`src/rtl/oam_dma.sv`:
```
// Sprite DMA: a CPU write to TRIGGER_ADDR starts a 256-byte page copy into OAM_PORT_ADDR, one read/write pair per byte.
// Latency: active_out rises one edge after the trigger; 513/514 cycles. No backpressure: everything advances only on cyc_en_in.
module oam_dma #(
   parameter logic [15:0] TRIGGER_ADDR  = 16'h4014,
   parameter logic [15:0] OAM_PORT_ADDR = 16'h2004
) (
   input  logic        clk_in,
   input  logic        nrst_in,
   input  logic        cyc_en_in,
   input  logic [15:0] cpumc_a_in,
   input  logic        cpumc_r_nw_in,
   input  logic [7:0]  cpumc_d_in,
   input  logic [7:0]  mem_d_in,
   output logic        active_out,
   output logic [15:0] dma_a_out,
   output logic [7:0]  dma_d_out,
   output logic        dma_r_nw_out,
   output logic        done_out
);

   typedef enum logic [2:0] {S_IDLE, S_HALT, S_ALIGN, S_READ, S_WRITE} state_t;

   state_t     state_q, state_d;
   logic [7:0] page_q, page_d;
   logic [7:0] idx_q, idx_d;
   logic [7:0] data_q, data_d;
   logic       parity_q;
   logic       done_q, done_d;

   always_ff @(posedge clk_in or negedge nrst_in) begin
      if (!nrst_in) begin
         state_q  <= S_IDLE;
         page_q   <= 8'h00;
         idx_q    <= 8'h00;
         data_q   <= 8'h00;
         parity_q <= 1'b0;
         done_q   <= 1'b0;
      end else begin
         state_q  <= state_d;
         page_q   <= page_d;
         idx_q    <= idx_d;
         data_q   <= data_d;
         parity_q <= parity_q ^ cyc_en_in;
         done_q   <= done_d;
      end
   end

   always_comb begin
      state_d = state_q;
      page_d  = page_q;
      idx_d   = idx_q;
      data_d  = data_q;
      done_d  = 1'b0;
      if (cyc_en_in) begin
         case (state_q)
            S_IDLE: begin
               if (!cpumc_r_nw_in && cpumc_a_in == TRIGGER_ADDR) begin
                  state_d = S_HALT;
                  page_d  = cpumc_d_in;
                  idx_d   = 8'h00;
               end
            end
            // An odd cycle at HALT needs one extra dummy cycle to line up reads.
            S_HALT:  state_d = parity_q ? S_ALIGN : S_READ;
            S_ALIGN: state_d = S_READ;
            S_READ: begin
               data_d  = mem_d_in;
               state_d = S_WRITE;
            end
            S_WRITE: begin
               idx_d = idx_q + 8'd1;
               if (idx_q == 8'hFF) begin
                  state_d = S_IDLE;
                  done_d  = 1'b1;
               end else begin
                  state_d = S_READ;
               end
            end
            default: state_d = S_IDLE;
         endcase
      end
   end

   always_comb begin
      active_out   = (state_q != S_IDLE);
      dma_a_out    = 16'h0000;
      dma_d_out    = 8'h00;
      dma_r_nw_out = 1'b1;
      case (state_q)
         S_READ:  dma_a_out = {page_q, idx_q};
         S_WRITE: begin
            dma_a_out    = OAM_PORT_ADDR;
            dma_d_out    = data_q;
            dma_r_nw_out = 1'b0;
         end
         default: ;
      endcase
   end

   assign done_out = done_q;

endmodule
```
`config.mk`:
```
export PLATFORM = sky130hd
export DESIGN_NAME = oam_dma
export DESIGN_NICKNAME = d
export VERILOG_FILES = /design/src/rtl/oam_dma.sv
export SDC_FILE = /design/constraint.sdc
export NUM_CORES = 1
export LEC_CHECK = 0
export BUFFER_PORTS_ARGS = -buffer_cell sky130_fd_sc_hd__buf_4
export CAP_MARGIN = 20
export CORE_UTILIZATION = 47
export DETAILED_ROUTE_END_ITERATION = 10
export PLACE_DENSITY = 0.78
export SLEW_MARGIN = 5
export SYNTH_ARGS = -nofsm -noshare
export SYNTH_HDL_FRONTEND = slang
export SYNTH_SLANG_ARGS = --single-unit
```
`constraint.sdc`:
```
create_clock -name clk_in -period 2.1 [get_ports clk_in]
set_input_delay 0.42 -clock clk_in [delete_from_list [all_inputs] [get_ports clk_in]]
set_output_delay 0.42 -clock clk_in [all_outputs]
set_load 0.01 [all_outputs]
```
# --- Word level (Yosys, flattened, before mapping) ---
# Cells that the tools add are included.
classes:
  addsub: 1
  reduce_logical: 9
  n_eq_ne: 7
  n_mux: 12
  bitwise_logic: 1
op_table:
  columns: ["cell", "n"]
  rows:
  - ["16-bit one-hot mux with 2 select lines", 1]
  - ["16-bit by 15-bit == test with 1-bit output (second input constant)", 1]
  - ["8-bit 2-to-1 mux", 2]
  - ["8-bit one-hot mux with 2 select lines", 1]
  - ["3-bit one-hot mux with 5 select lines", 1]
  - ["8-bit by 1-bit adder with 8-bit output (second input constant)", 1]
  - ["8-bit == test (second input constant)", 1]
  - ["3-bit by 2-bit == test with 1-bit output (second input constant)", 2]
  - ["3-bit AND reduction", 2]
  - ["1-bit 2-to-1 mux", 5]
  - ["2-bit AND reduction", 2]
  - ["3-bit by 1-bit == test with 1-bit output (second input constant)", 1]
  - ["3-bit == test (second input constant)", 1]
  - ["3-bit logical NOT", 1]
  - ["3-bit 2-to-1 mux", 1]
  - ["3-bit nonzero test", 1]
  - ["2-bit 2-to-1 mux", 1]
  - ["2-bit inequality test (second input constant)", 1]
  - ["2-bit nonzero test", 1]
  - ["1-bit logical AND", 1]
  - ["1-bit logical NOT", 1]
  - ["1-bit XOR", 1]
word_totals:
  regBits: 29
  in_bits: 36
  wordCells: 36

# --- Longest topological paths before layout ---
# Gate-level depths: netlist of run 1.
logic_depth:
  ltp_word: 4
  depth_mapped: 6
  depth_no_buf: 5

# --- Worst setup path after synthesis of run 1 ---
# OpenSTA, ideal clock, no wires.
synth_path:
  kind: "flip-flop to output port"
  startpoint: "register state_q[2]"
  endpoint: "output port dma_a_out[13]"
  arrival_ns: 1.376
  required_ns: 1.680
  path_stages_with_launch: 5
  n_path_buf: 0
  setup_slack_ns: 0.304
  path_cell_list: "dfrtp_1 > clkinv_1 > nor3_1 > inv_1 > nand2_1"
synth_between:
  elab_chain_cells: 2
synth_rtl:
  columns: ["element", "line_no", "source"]
  rows:
  - ["from (decl)", "23", "state_t state_q, state_d;"]
  - ["from (signal assigned)", "39", "state_q <= state_d;"]
  - ["3-bit == test or 3-bit by 2-bit == test with 1-bit output (tied branches)", "89", "case (state_q)"]
  - ["16-bit one-hot mux with 2 select lines (*)", "89", null]
  - ["to (decl)", "15", "output logic [15:0] dma_a_out,"]
# Every way passes the cells marked *; elsewhere a longest branch is shown, timed or not.

# --- Worst setup path in the final report of run 1 ---
layout_path:
  startpoint: "register state_q[2]"
  endpoint: "output port dma_d_out[2]"
layout_between:
  elab_chain_cells: 2
layout_rtl:
  columns: ["element", "line_no", "source"]
  rows:
  - ["3-bit == test", "89", null]
  - ["8-bit 2-to-1 mux", "89", null]
  - ["to (decl)", "16", "output logic [7:0] dma_d_out,"]
# No other way between the ends.

==> flow_metrics.tcl, run 1 <==
set metrics [dict create \
    status "finished, violations left" \
    violations "hold timing" \
    cts_tree "built" \
    finalNetCount 242 \
    dieArea_um2 3441 \
    io-pin-count 63 \
    crit_family "flip-flops" \
    grt_usage 0.2154 \
    synth_edf_count 0 \
    clock_latency_ns 0.33 \
    drive_gt1_frac 0.4563 \
    ir_drop_mv 0.6121 \
    cp.required_ns 1.68 \
    yosysTopAreaCell "dfrtp_1" \
    synthSimpleGateAreaFrac 0.2338 \
    std_cell_rows 20 \
    power.leakage_nw 1.077 \
    cts.htree.levels 2 \
    area_delta_synth_final_pct 38.39 \
    drt_iter0_markers 37 \
    clockBufferDepth 2 \
    drt-total-wl_um 3465 \
    synthArstFlopShare 1.000 \
    core_um2 3053 \
    synth_ff_type "dfrtp_1" \
    initial_utilization 0.4943 \
    path_buf_inv 3 \
    cp_common_cell "buf_4" \
    synthCells 137 \
    cp.arrival_ns 1.51 \
    p_total_w 0.002076 \
    grt_pass1_vias 1279 \
    fin_worst_skew_ns 0.009310 \
    clk_pin_slew_worst_paths_ns 0.09 \
    synth_mux_area_frac 0.1459 \
    dp_hpwl_um 2493 \
    utilization 0.6840 \
    synth_top_family_by_area "simple AND/OR/NAND/NOR gates" \
    cts_setup_buffers 0 \
    cts_sinks 29 \
    synth_compound_area_frac 0.1012 \
    dp_cells 242 \
    start_kind "flip-flop" \
    antenna_found_initial 0 \
    cap_violations 0 \
    die_h_um 58.66 \
    layout_min_cycle_time_ns 1.926 \
    syn_nets 174 \
    worst_slew_pin_slew_ns 0.3711 \
    synth-xor-area-share 0.005804 \
    slew_headroom 0.7526 \
    syn_avg_cell_area_um2 11.01 \
    synth_area_um2 1509 \
    fin_cells 250 \
    max_stage_delay_ns 0.44 \
    worstPathCellList "inv_2, nor3_1, buf_4, and2_1, buf_4" \
    fmax_ghz 0.5193 \
    setup-tns-final_ns 0 \
    root_buffer "clkbuf_4" \
    hold_ws_ns -0.003334 \
    gp_congestion 0.8045 \
    final_antenna_net_count 0 \
    critical_path_class "flip-flop to primary output" \
    yosysSeqAreaShare 0.4809 \
    hp-class "primary input to async pin" \
    viasPerCell 5.328 \
    vias 1332 \
    grt_pass1_wl_um 5506 \
    r2r_slack_ns 0.34 \
    synth_top_area_frac 0.4809 \
    drc_errors 0 \
    synthTopCellsByCount "dfrtp_1 (29), and2_1 (22), mux2_2 (16), nand2_1 (10), nor2_1 (7)" \
    power.density_nw_per_um2 994.2 \
    crit_path_max_fanout 10 \
    synth-seq-cells 29 \
    die_x_um 58.66 \
    antennaDiodeCount 0 \
    drt_pass1_iterations 4 \
    synth_cell_types 36 \
    synth-adder-area-share 0.008292 \
    crit_path_top_delay_cell "dfrtp_1" \
    cts_made_buffers 5 \
    synth.area.top_cells "dfrtp_1 (48%), mux2_2 (12%), and2_1 (9.1%)" \
    ctsHoldBuffers 0 \
    hold_violations 4 \
    yosys_warnings 0 \
    post-route-period-util 0.9169 \
    num-fill-cells 256 \
    setup_viol 0 \
    avgRoutedWirePerCell_um 13.86 \
    rsz0062_at_grt "false" \
    yosysMostFrequentCell "dfrtp_1" \
    maxSlewViolCount 0 \
    grt-ovfl-total 0 \
    port_buffers 62 \
    endpoint_kind "primary output" \
    grt_max_degree 30 \
]
-- placed cells by master (no fill, tap or decap), drive strengths merged, types with 2 or more instances in the layout --
| cell | instances |
|---|---|
| a21oi | 2 |
| a22o | 2 |
| and2 | 22 |
| and3 | 3 |
| buf | 66 |
| clkbuf | 8 |
| dfrtp | 29 |
| inv | 3 |
| mux2 | 16 |
| mux2i | 4 |
| nand2 | 11 |
| nand3 | 3 |
| nand4 | 3 |
| nor2 | 7 |
| nor3 | 4 |
| nor4 | 2 |
| nor4b | 2 |
| o21ai | 2 |
| o2bb2ai | 4 |
-- layout make-up --
class,count,area (µm²),area share
clock buffer,8,48.80,0.02337
inverter,3,11.26,0.005392
multi-input combinational,100,752.0,0.3601
sequential,29,725.7,0.3475
tap,44,55.05,0.02636
timing repair buffer,66,495.5,0.2373
-- report_power, final --
part / total (W) / internal, W / switching (W)
registers: 0.000895 / 0.000721 / 0.000174
logic: 0.000860 / 0.000475 / 0.000385
clock network: 0.000321 / 0.000133 / 0.000188
-- worst register-to-register path, stage by stage, from the launching register on --
cell,delay [ns]
dfrtp_1,0.48
or3b_4,0.47
o31a_4,0.41
a211o_1,0.30
-- cell families after synthesis --
family / Yosys count
adders and majority gates: 1
DFF: 29
AOI/OAI and AO/OA: 18
buffers and inverters: 8
xor gates and xnor gates: 1
and+or+nand+nor: 60
muxes: 20
-- what timing repair did --
| action | 4_1_cts | 5_1_grt |
|---|---|---|
| resized for setup | 1 | 2 |
| hold endpoints to repair | 0 | 0 |
| endpoints found under the setup margin | 16 | 25 |
-- through the flow --
step | instance area, µm² | worst slack (ns)
final | 2088 | 0.1745
after CTS | 2085 | 0.02782
after global placement | 2034 | 0.1679
after global routing | 2088 | 0.04171
after floorplan | 1509 | 0.3037
after detailed placement | 2034 | 0.1346
-- final timing paths --
check                            start  cells after the start            to
max reg2reg                 state_q[1]                      3      idx_q[7]
min                            nrst_in                      1      idx_q[3]
min in group clk_in        mem_d_in[5]                      2     data_q[5]
max in group asynchronous      nrst_in                      1     page_q[1]
min reg2reg                   parity_q                      1      parity_q
max                         state_q[2]                      5  dma_d_out[2]
-- registers in the layout, indices dropped and copies added, names as in the netlist --
register,cells
data_q,8
done_out,1
idx_q,8
page_q,8
parity_q,1
state_q,3
-- per-layer routing --
layer,routed length (µm),vias to the layer above,GRT usage
li1,-,631,-
met1,1405,638,0.2529
met2,1727,61,0.3777
met3,307,2,0.07692
met4,25,0,0.05102
met5,0,-,0
Power figures use the tool's default switching activity.
==> run 2: changes to the inputs <==
==> constraint.sdc (replaced) <==
create_clock -name clk_in -period 2.1 [get_ports clk_in]
set_input_delay 0 -clock clk_in [delete_from_list [all_inputs] [get_ports clk_in]]
set_output_delay 0 -clock clk_in [all_outputs]
set_load 0.01 [all_outputs]
==> run 2 against run 1 <==
The flow now finishes without violations. Largest power group unchanged. Die area unchanged. Largest cell class unchanged. Via count increased by 4.0%. Cell area increased by 8.3%. Sequential cell count unchanged. Combinational power increased by 2.8%. Clock power increased by 8.4%. Setup slack improved by 0.044 ns. Sequential share of layout area decreased by 2.7 points. Maximum frequency increased by 2.3%.
==> flow_metrics.tcl, run 2 (same netlist as run 1, synthesis figures left out) <==
set metrics [dict create \
    ir_drop_mv 0.5212 \
    fin_cells 266 \
    drc_errors 0 \
    core_um2 3053 \
    fin_worst_skew_ns 0.01227 \
    grt_pass1_wl_um 5837 \
    clk_pin_slew_worst_paths_ns 0.09 \
    die_x_um 58.66 \
    layout_commonest_cell "buf_4" \
    setup-tns-final_ns 0 \
    drive_gt1_frac 0.4144 \
    port_buffers 62 \
    grt_pass1_vias 1304 \
    cap_violations 0 \
    std_cell_rows 20 \
    dp_hpwl_um 2524 \
    crit_path_max_fanout 8 \
    reg2reg_depth 4 \
    power.leakage_nw 1.152 \
    cts_made_buffers 5 \
    fin_ws_ns 0.2180 \
    grt-ovfl-total 0 \
    dieArea_um2 3441 \
    p_total_w 0.002129 \
    rsz0062_at_grt "false" \
    die_h_um 58.66 \
    final_cell_mix "buf_4 (65), dfrtp_1 (29), and2_1 (22), dlygate4sd3_1 (18), mux2_2 (16)" \
    drt_pass1_iterations 4 \
    clockBufferDepth 2 \
    cts_sinks 29 \
    antenna_found_initial 0 \
    setup_viol 0 \
    cp.required_ns 2.31 \
    r2r_end "page_q[2]" \
    cts.htree.levels 2 \
    grt_max_degree 30 \
    cts_tree "built" \
    grt_usage 0.2329 \
    r2r_slack_ns 0.22 \
    fmax_ghz 0.5314 \
    cts_resized 0 \
    vias 1385 \
    cp.arrival_ns 2.09 \
    critical_path_class "flip-flop to flip-flop" \
    post-route-period-util 0.8962 \
    gp_congestion 0.8509 \
    initial_utilization 0.4943 \
    drt-total-wl_um 3683 \
    num-fill-cells 219 \
    endpoint_kind "flip-flop" \
    hold_violations 0 \
    dp_cells 241 \
    maxSlewViolCount 0 \
    finalNetCount 259 \
    start_kind "flip-flop" \
    viasPerCell 5.207 \
    antennaDiodeCount 0 \
    root_buffer "clkbuf_4" \
    clock_latency_ns 0.33 \
    slew_headroom 0.6279 \
    status "complete, no violations" \
    avgRoutedWirePerCell_um 13.85 \
    largestRegisters "data_q x8, idx_q x8, page_q x8" \
    final_antenna_net_count 0 \
    worst_slew_pin_slew_ns 0.5539 \
    layout_min_cycle_time_ns 1.882 \
    r2r-start "state_q[1]" \
    power.density_nw_per_um2 941.2 \
    io-pin-count 63 \
    area_delta_synth_final_pct 49.92 \
    dp_slack_ns 0.2534 \
    hp-class "primary input to async pin" \
    drt_iter0_markers 11 \
]
[run 2: timing repair]
item	4_1_cts	5_1_grt
hold buffers	18	0
buffers inserted	0	0
endpoints found under the hold margin	48	0
[run 2: report_power, final]
| part | internal, W | total [W] | switching (W) |
|---|---|---|---|
| Sequential | 0.000721 | 0.000897 | 0.000176 |
| Combinational | 0.000489 | 0.000884 | 0.000395 |
| Clock | 0.000158 | 0.000348 | 0.000190 |
| Total | 0.00137 | 0.00213 | 0.000761 |
[run 2: cell type report]
type                       count  area (µm²)  share of cell area
multi-input combinational    100       747.0              0.3302
timing repair buffer          83       668.1              0.2954
sequential                    29       725.7              0.3208
tap                           44       55.05             0.02434
inverter                       3       11.26            0.004978
clock buffer                   7       55.05             0.02434
[run 2: how the worst max path moves through the flow]
stage | from | endpoint
after floorplan | state_q[1] | page_q[0]
after global placement | state_q[1] | page_q[4]
after detailed placement | state_q[1] | page_q[2]
after CTS | state_q[1] | page_q[2]
after global routing | state_q[1] | page_q[2]
final | state_q[1] | page_q[2]
[run 2: per-stage QoR]
step	area, µm²	hold WS, ns	utilization
floorplan	1509	-0.2956	-
global placement	2027	-0.06467	0.6639
detailed placement	2027	-0.05971	0.6639
CTS	2262	0.1238	0.7410
global route	2262	0.1245	0.7410
finish	2262	0.1088	0.7410
[run 2: metal layers]
metal  up-vias  track usage  wire (µm)  part of all wire
met1       656       0.2757       1570              0.43
met4         0      0.07143         29            0.0079
met2        64       0.3924       1798              0.49
met3         4      0.09011        284             0.077
met5         -            0          0                 0
li1        661            -          -                 -
[run 2: critical path, stage by stage (launching register included)]
cell and delay (ns):
dfrtp_1 0.47, nor2_1 0.18, nand2_1 0.15, nor4_4 0.56
mux2_2 0.40
